===== src/rtl/ram_arbiter_if.sv =====
// Bus bundle between CPU controller, program loader, RAM and the RAM arbiter.
// slave = arbiter side, master = surrounding system (controller, loader, RAM).
interface ram_arbiter_if #(
  parameter int unsigned ADDR_W = 4,
  parameter int unsigned DATA_W = 8
);
  logic              cpu_addr_load;
  logic [ADDR_W-1:0] cpu_addr;
  logic              cpu_rd_en;
  logic              cpu_halt;
  logic [DATA_W-1:0] cpu_rd_data;
  logic              cpu_stall;
  logic              ld_req;
  logic [ADDR_W-1:0] ld_addr;
  logic [DATA_W-1:0] ld_data;
  logic              ld_ack;
  logic [ADDR_W-1:0] ram_addr;
  logic [DATA_W-1:0] ram_wdata;
  logic              ram_we;
  logic [DATA_W-1:0] ram_rdata;

  modport slave (
    input  cpu_addr_load, cpu_addr, cpu_rd_en, cpu_halt,
    input  ld_req, ld_addr, ld_data, ram_rdata,
    output cpu_rd_data, cpu_stall, ld_ack, ram_addr, ram_wdata, ram_we
  );

  modport master (
    output cpu_addr_load, cpu_addr, cpu_rd_en, cpu_halt,
    output ld_req, ld_addr, ld_data, ram_rdata,
    input  cpu_rd_data, cpu_stall, ld_ack, ram_addr, ram_wdata, ram_we
  );
endinterface


===== src/rtl/ram_arbiter.sv =====
// Arbitrates the shared program/data RAM between CPU MAR accesses and the program loader.
// Owns the MAR; stalls the controller while the loader holds the RAM.
module ram_arbiter #(
  parameter int unsigned ADDR_W    = 4,
  parameter int unsigned DATA_W    = 8,
  parameter int unsigned MAX_BURST = 4
) (
  input logic         clk,
  input logic         rst,
  ram_arbiter_if.slave bus
);
  localparam int unsigned BW = $clog2(MAX_BURST) + 1;
  localparam logic [BW-1:0] LAST = BW'(MAX_BURST - 1);

  typedef enum logic [1:0] {IDLE, BUSY, LOAD, GAP} state_t;

  state_t            state_q, state_d;
  logic [ADDR_W-1:0] mar_q, mar_d;
  logic [BW-1:0]     burst_q, burst_d;
  logic              load_own;

  always_ff @(posedge clk or posedge rst) begin
    if (rst) begin
      state_q <= IDLE;
      mar_q   <= '0;
      burst_q <= '0;
    end else begin
      state_q <= state_d;
      mar_q   <= mar_d;
      burst_q <= burst_d;
    end
  end

  always_comb begin
    state_d = state_q;
    mar_d   = mar_q;
    burst_d = burst_q;
    unique case (state_q)
      // GAP differs from IDLE only in that it always leaves after one cycle
      IDLE, GAP: begin
        if (bus.cpu_addr_load) begin
          state_d = BUSY;
          mar_d   = bus.cpu_addr;
        end else if (bus.ld_req) begin
          state_d = LOAD;
          burst_d = '0;
        end else begin
          state_d = IDLE;
        end
      end
      BUSY: begin
        if (bus.cpu_addr_load) begin
          mar_d = bus.cpu_addr;
        end else if (bus.cpu_rd_en) begin
          state_d = bus.ld_req ? LOAD : IDLE;
          burst_d = '0;
        end
      end
      LOAD: begin
        if (!bus.ld_req) begin
          state_d = IDLE;
        end else if (burst_q == LAST) begin
          burst_d = '0;
          state_d = bus.cpu_halt ? LOAD : GAP;
        end else begin
          burst_d = burst_q + BW'(1);
        end
      end
      default: state_d = IDLE;
    endcase
  end

  assign load_own        = (state_q == LOAD);
  assign bus.cpu_stall   = load_own;
  assign bus.ld_ack      = load_own;
  assign bus.ram_we      = bus.ld_req && load_own;
  assign bus.ram_addr    = load_own ? bus.ld_addr : mar_q;
  assign bus.ram_wdata   = bus.ld_data;
  assign bus.cpu_rd_data = bus.ram_rdata;
endmodule


===== src/flat_wrapper.sv =====
// flat-port wrapper written by rule: the top's interface ports become plain ports
module ram_arbiter_flat 
#(
  parameter int unsigned ADDR_W    = 4,
  parameter int unsigned DATA_W    = 8,
  parameter int unsigned MAX_BURST = 4
)
  (clk, rst, bus_cpu_addr_load, bus_cpu_addr, bus_cpu_rd_en, bus_cpu_halt, bus_ld_req, bus_ld_addr, bus_ld_data, bus_ram_rdata, bus_cpu_rd_data, bus_cpu_stall, bus_ld_ack, bus_ram_addr, bus_ram_wdata, bus_ram_we);
  ram_arbiter_if #(.ADDR_W(ADDR_W), .DATA_W(DATA_W)) bus_i ();
  input logic clk;
  input logic rst;
  input wire logic [$bits(bus_i.cpu_addr_load)-1:0] bus_cpu_addr_load;
  input wire logic [$bits(bus_i.cpu_addr)-1:0] bus_cpu_addr;
  input wire logic [$bits(bus_i.cpu_rd_en)-1:0] bus_cpu_rd_en;
  input wire logic [$bits(bus_i.cpu_halt)-1:0] bus_cpu_halt;
  input wire logic [$bits(bus_i.ld_req)-1:0] bus_ld_req;
  input wire logic [$bits(bus_i.ld_addr)-1:0] bus_ld_addr;
  input wire logic [$bits(bus_i.ld_data)-1:0] bus_ld_data;
  input wire logic [$bits(bus_i.ram_rdata)-1:0] bus_ram_rdata;
  output wire logic [$bits(bus_i.cpu_rd_data)-1:0] bus_cpu_rd_data;
  output wire logic [$bits(bus_i.cpu_stall)-1:0] bus_cpu_stall;
  output wire logic [$bits(bus_i.ld_ack)-1:0] bus_ld_ack;
  output wire logic [$bits(bus_i.ram_addr)-1:0] bus_ram_addr;
  output wire logic [$bits(bus_i.ram_wdata)-1:0] bus_ram_wdata;
  output wire logic [$bits(bus_i.ram_we)-1:0] bus_ram_we;
  assign bus_i.cpu_addr_load = bus_cpu_addr_load;
  assign bus_i.cpu_addr = bus_cpu_addr;
  assign bus_i.cpu_rd_en = bus_cpu_rd_en;
  assign bus_i.cpu_halt = bus_cpu_halt;
  assign bus_i.ld_req = bus_ld_req;
  assign bus_i.ld_addr = bus_ld_addr;
  assign bus_i.ld_data = bus_ld_data;
  assign bus_i.ram_rdata = bus_ram_rdata;
  assign bus_cpu_rd_data = bus_i.cpu_rd_data;
  assign bus_cpu_stall = bus_i.cpu_stall;
  assign bus_ld_ack = bus_i.ld_ack;
  assign bus_ram_addr = bus_i.ram_addr;
  assign bus_ram_wdata = bus_i.ram_wdata;
  assign bus_ram_we = bus_i.ram_we;
  ram_arbiter #(.ADDR_W(ADDR_W), .DATA_W(DATA_W), .MAX_BURST(MAX_BURST)) u_core (.clk(clk), .rst(rst), .bus(bus_i));
endmodule

===== config.mk =====
export PLATFORM = sky130hd
export DESIGN_NAME = ram_arbiter_flat
export DESIGN_NICKNAME = d
export VERILOG_FILES = /design/src/rtl/ram_arbiter_if.sv /design/src/rtl/ram_arbiter.sv /design/src/flat_wrapper.sv
export SDC_FILE = /design/constraint.sdc
export NUM_CORES = 1
export LEC_CHECK = 0
export BUFFER_PORTS_ARGS = -buffer_cell sky130_fd_sc_hd__clkbuf_2
export CORE_AREA = 3 3 49 51
export DETAILED_ROUTE_END_ITERATION = 10
export DIE_AREA = 0 0 52 54
export PLACE_DENSITY = 0.83
export SLEW_MARGIN = 25
export SYNTH_ARGS = -nofsm -noshare
export SYNTH_HDL_FRONTEND = slang
export SYNTH_SLANG_ARGS = --single-unit

===== constraint.sdc =====
create_clock -name clk -period 1.48 [get_ports clk]
set_input_delay 0.074 -clock clk [delete_from_list [all_inputs] [get_ports clk]]
set_output_delay 0.074 -clock clk [all_outputs]
set_load 0.05 [all_outputs]

After elaboration in Yosys (flattened, before gate mapping)
Index checks and enable logic that the tools add are counted.
Cells by class
  multiplexer cells: 16
  reductions and logical operators: 7
  equality and inequality tests: 10
  add/sub/neg operators: 1
Operator list (number)
  3-bit two-way mux: 6
  2-bit two-way mux: 6
  2-bit inequality test, second input constant: 5
  3-bit case mux with 3 select lines: 1
  2-bit case mux with 3 select lines: 1
  5-bit AND reduction: 1
  2-bit == test, second input constant: 2
  4-bit two-way mux: 1
  3-bit by 1-bit adder with 3-bit output, second input constant: 1
  3-bit by 2-bit == test with 1-bit output, second input constant: 1
  3-bit inequality test, second input constant: 1
  3-bit AND reduction: 1
  3-bit OR reduction: 1
  2-bit by 1-bit == test with 1-bit output, second input constant: 1
  2-bit logical NOT: 1
  2-bit AND reduction: 1
  2-bit OR reduction: 1
  1-bit logical AND: 1
  1-bit two-way mux: 1
Word-level totals
  output and inout port bits: 23
  flip-flop bits (word level): 9

Logic depth before layout (Yosys ltp)
  word-level depth: 4
  depth in mapped cells: 7
  mapped depth without buffers: 5

Worst setup path after synthesis
No wires, ideal clock.
  kind: reg-to-reg
  start point: register u_core.state_q[0]
  end point: register u_core.state_q[1]
  period minus slack after synthesis: 1.796 ns
  arrival time: 1.658 ns
  setup slack: -0.316 ns
  required time: 1.342 ns
  buffers on the path: 2
  cell stages (with the launch flop): 8
  setup time: 0.138 ns
  path through: dfrtp_1 -> inv_1 -> ha_1 -> buf_6 -> and2_4 -> buf_6 -> a22oi_4 -> mux2i_1
On the way
  word-level cells in the longest chain between the ends: 3
  elaborated cells between the ends (all ways): 10
  those cells by class: eq/ne: 6; mux: 1; reduce/logical: 3
RTL lines
  start: declaration: RTL line ram_arbiter.sv:17  | state_t state_q, state_d;
  start signal: assignment: RTL line ram_arbiter.sv:28  | state_q <= state_d;
  2-bit == test *
  net bus_cpu_stall: RTL line flat_wrapper.sv:21  | output wire logic [$bits(bus_i.cpu_stall)-1:0] bus_cpu_stall;
  3-bit inequality test (no line)
  3-bit AND reduction (no line)
The timed path passes the listed nets; every way through them passes the cells marked *.
A chain may end at the register's enable or synchronous reset.

Worst setup path in the final report
  start point: register u_core.state_q[0]
  end point: output port bus_ram_addr[0]
On the way
  word-level cells in the longest chain between the ends: 2
RTL lines
  2-bit == test: RTL line ram_arbiter.sv:73  | assign load_own = (state_q == LOAD);
  4-bit two-way mux: RTL line ram_arbiter.sv:77  | assign bus.ram_addr = load_own ? bus.ld_addr : mar_q;
  end: declaration: RTL line flat_wrapper.sv:23  | output wire logic [$bits(bus_i.ram_addr)-1:0] bus_ram_addr;
No other way between the ends.

==> impl_metrics.ini <==
[floorplan]
die_x_um = 52
rows = 16
die_y_um = 54
die-area_mm2 = 0.00281
core_area_mm2 = 0.00198
start_util_pct = 35.4
io_pins = 53

[timing]
setup_violations = 2
layout_setup_ws_ns = -0.0118
fin_skew_ns = 0.00169
fin_crit_ns = 1.49
rsz0062_at_grt = true
finalMaxSlewViolations = 0
fin_setup_tns_ns = -0.0236
maxSlewHeadroom_pct = 78.3
fmax_ghz = 0.670
fin_crit_sh_pct = 101
final_hold_viol_count = 0
tightest_slew_ns = 0.326

[power_and_ir_drop]
intPower_mw = 1.00
power.leakage_nw = 0.412
swShare_pct = 42.5
p_sw_mw = 0.742
p_comb_share_pct = 68.1
seqPwrFrac_pct = 21.7
p_per_area_mw_per_mm2 = 2090
pwr-share-clk_pct = 10.2
ir_drop_mv = 1.26

[outcome]
violations = setup timing
run_status = complete, but fails checks

[placement]
gp_congestion = 0.733
port_buffers = 20
dp.cells = 94
dp_hpwl_mm = 1.00

[finish]
diodes = 0
drive_gt1_share_pct = 51.4
final_cell_count_no_fill = 101
final_nets = 109
area_growth_pct = 19.1

[route]
first_pass_iters = 2
drt-initial-drc-count = 1
post-route-drc-count = 0
wl_mm = 1.26
antenna_left = 0
wire_per_inst_um = 12.4
vias = 462
viasPerCell = 4.57

[critical_path]
r2r-start = u_core.state_q[0]$_DFFE_PP0P_
critPathCaptureType = output port
crit_start = u_core.state_q[0]$_DFFE_PP0P_
crit_type = register to output port
cp.required_ns = 1.41
crit_path_max_fanout = 6
cp-start-kind = register
arrival_ns = 1.42

[logic_synthesis]
yosysSeqAreaShare_pct = 32.1
avgSynthCellArea_um2 = 10.6
synth_area_um2 = 702
syn_nets = 100
syn_inst = 66
ys_ff_latch = 9
synthTopCellsByArea = dfrtp_1, buf_4, mux2_2, ha_1, buf_6
yosysUniqueCellTypes = 23
synth_top_area_share_pct = 32.1
yosysWarnings = 0
synth_top_area_cell = dfrtp_1

[clocking]
cts_root_buffer = clkbuf_4
clk_pin_slew_ns = 0.06
clkLatencyLatePin_ns = 0.25
ctsLongestPathBuffers = 2
clock-sinks = 9
cts_tree = built
cts_buffers = 3
cts_max_level = 1

[run]
cap_viol_max_count = 0

[global_routing]
grt_pass1_vias = 492
grtUsageTotal_pct = 10.0
grt_max_degree = 10
grt_pass1_wl_mm = 2.14
grt_overflow = 0
antenna_found_initial = 0

[min_path]
hold_path.class = input port to register
hp-start = bus_cpu_addr[0]
==> power groups by stage <==
| stage | Sequential (mW) | Clock (mW) | Combinational, mW |
|---|---|---|---|
| after detailed placement | 0.379 | 0 | 0.921 |
| after floorplan | 0.368 | 0 | 0.942 |
| final | 0.379 | 0.178 | 1.19 |
| after global placement | 0.374 | 0 | 0.906 |
| after global routing | 0.389 | 0.202 | 1.29 |
| after CTS | 0.378 | 0.189 | 1.16 |
==> synthesized netlist by cell type <==
cell	instances
o2bb2ai_1	2
o311ai_0	1
and2b_1	1
o211ai_1	1
nand3b_1	1
mux2i_1	2
buf_4	17
and2_4	1
inv_1	4
a21boi_0	1
buf_6	2
o21a_1	1
nand2_1	2
nand3_1	1
ha_1	4
nand2b_1	2
nor2_1	2
nand2b_4	1
o21ai_1	1
mux2_2	8
a22oi_4	1
o22ai_1	1
dfrtp_1	9
==> routing by layer <==
| metal | global-route usage (%) | vias up | share of wire (%) |
|---|---|---|---|
| met4 | 5.24 | 0 | 1.9 |
| met1 | 13.2 | 204 | 42 |
| met2 | 15.3 | 20 | 45 |
| met5 | 0 | - | 0 |
| met3 | 2.22 | 12 | 10 |
| li1 | - | 226 | - |
==> worst paths after layout <==
| check | slack (ns) | endpoint | cells past startpoint |
|---|---|---|---|
| worst min register to register | 0.49 | u_core.burst_q[2]$_DFFE_PP0P_ | 1 |
| max in group asynchronous | 0.93 | u_core.mar_q[1]$_DFFE_PP0P_ | 3 |
| min in group asynchronous | 0.31 | u_core.burst_q[0]$_DFFE_PP0P_ | 3 |
| worst max register to register | 0.11 | u_core.mar_q[1]$_DFFE_PP0P_ | 4 |
| worst min-delay path | 0.06 | u_core.mar_q[0]$_DFFE_PP0P_ | 2 |
| worst max-delay path | -0.01 | bus_ram_addr[0] | 4 |
==> state kept, by name (all words and copies together) (netlist names) <==
signal and cells:
u_core.burst_q 3, u_core.mar_q 4, u_core.state_q 2
==> through the flow <==
stage	power [mW]	hold WS, ns	cell area, um2	utilization (%)	setup slack [ns]
final	1.74	0.0556	836	42.2	-0.0118
after global routing	1.88	0.0457	836	42.2	-0.0949
after CTS	1.73	0.0489	825	41.6	-0.0202
after detailed placement	1.30	0.0285	698	35.2	0.0939
after global placement	1.28	0.0246	698	35.2	0.133
after floorplan	1.31	-0.0981	723	-	-0.0410
==> cells by family after synthesis <==
logic type / Yosys count / share of synthesized area (%)
compound gates: 9 / 11.6
fa+ha+maj: 4 / 7.13
buf+inv: 23 / 23.5
flops: 9 / 32.1
mux: 10 / 15.7
simple gates: 11 / 9.98
==> what timing repair did <==
| action | in CTS | in global routing |
|---|---|---|
| setup buffers | 2 | 0 |
| hold buffers | 1 | 0 |
| cloned | 0 | 0 |
| setup endpoints to repair | 5 | 7 |
| endpoints found under the hold margin | 9 | 0 |
| resized for setup | 16 | 8 |
==> final cells by class <==
class                   instances  area (um2)
multi-input cells              34         339
fillers                       199        1150
flip-flops and latches          9         225
inverters                       4        15.0
clock buffers                   4        26.3
well taps                      27        33.8
repair buffers                 23         196
==> placed cells by master, fill, tap and decap left out, types with 3 or more instances in the layout <==
master	count
clkbuf_2	13
clkbuf_4	5
dfrtp_1	9
mux2_2	4
mux2_4	4
ha_1	3
inv_1	3
==> critical path, stage by stage, from the launching register on <==
cell and delay [ns]:
dfrtp_1 0.39, inv_2 0.09, ha_4 0.20, mux2_4 0.32, clkbuf_16 0.17
Note: power is estimated with default switching activity, not from simulation.
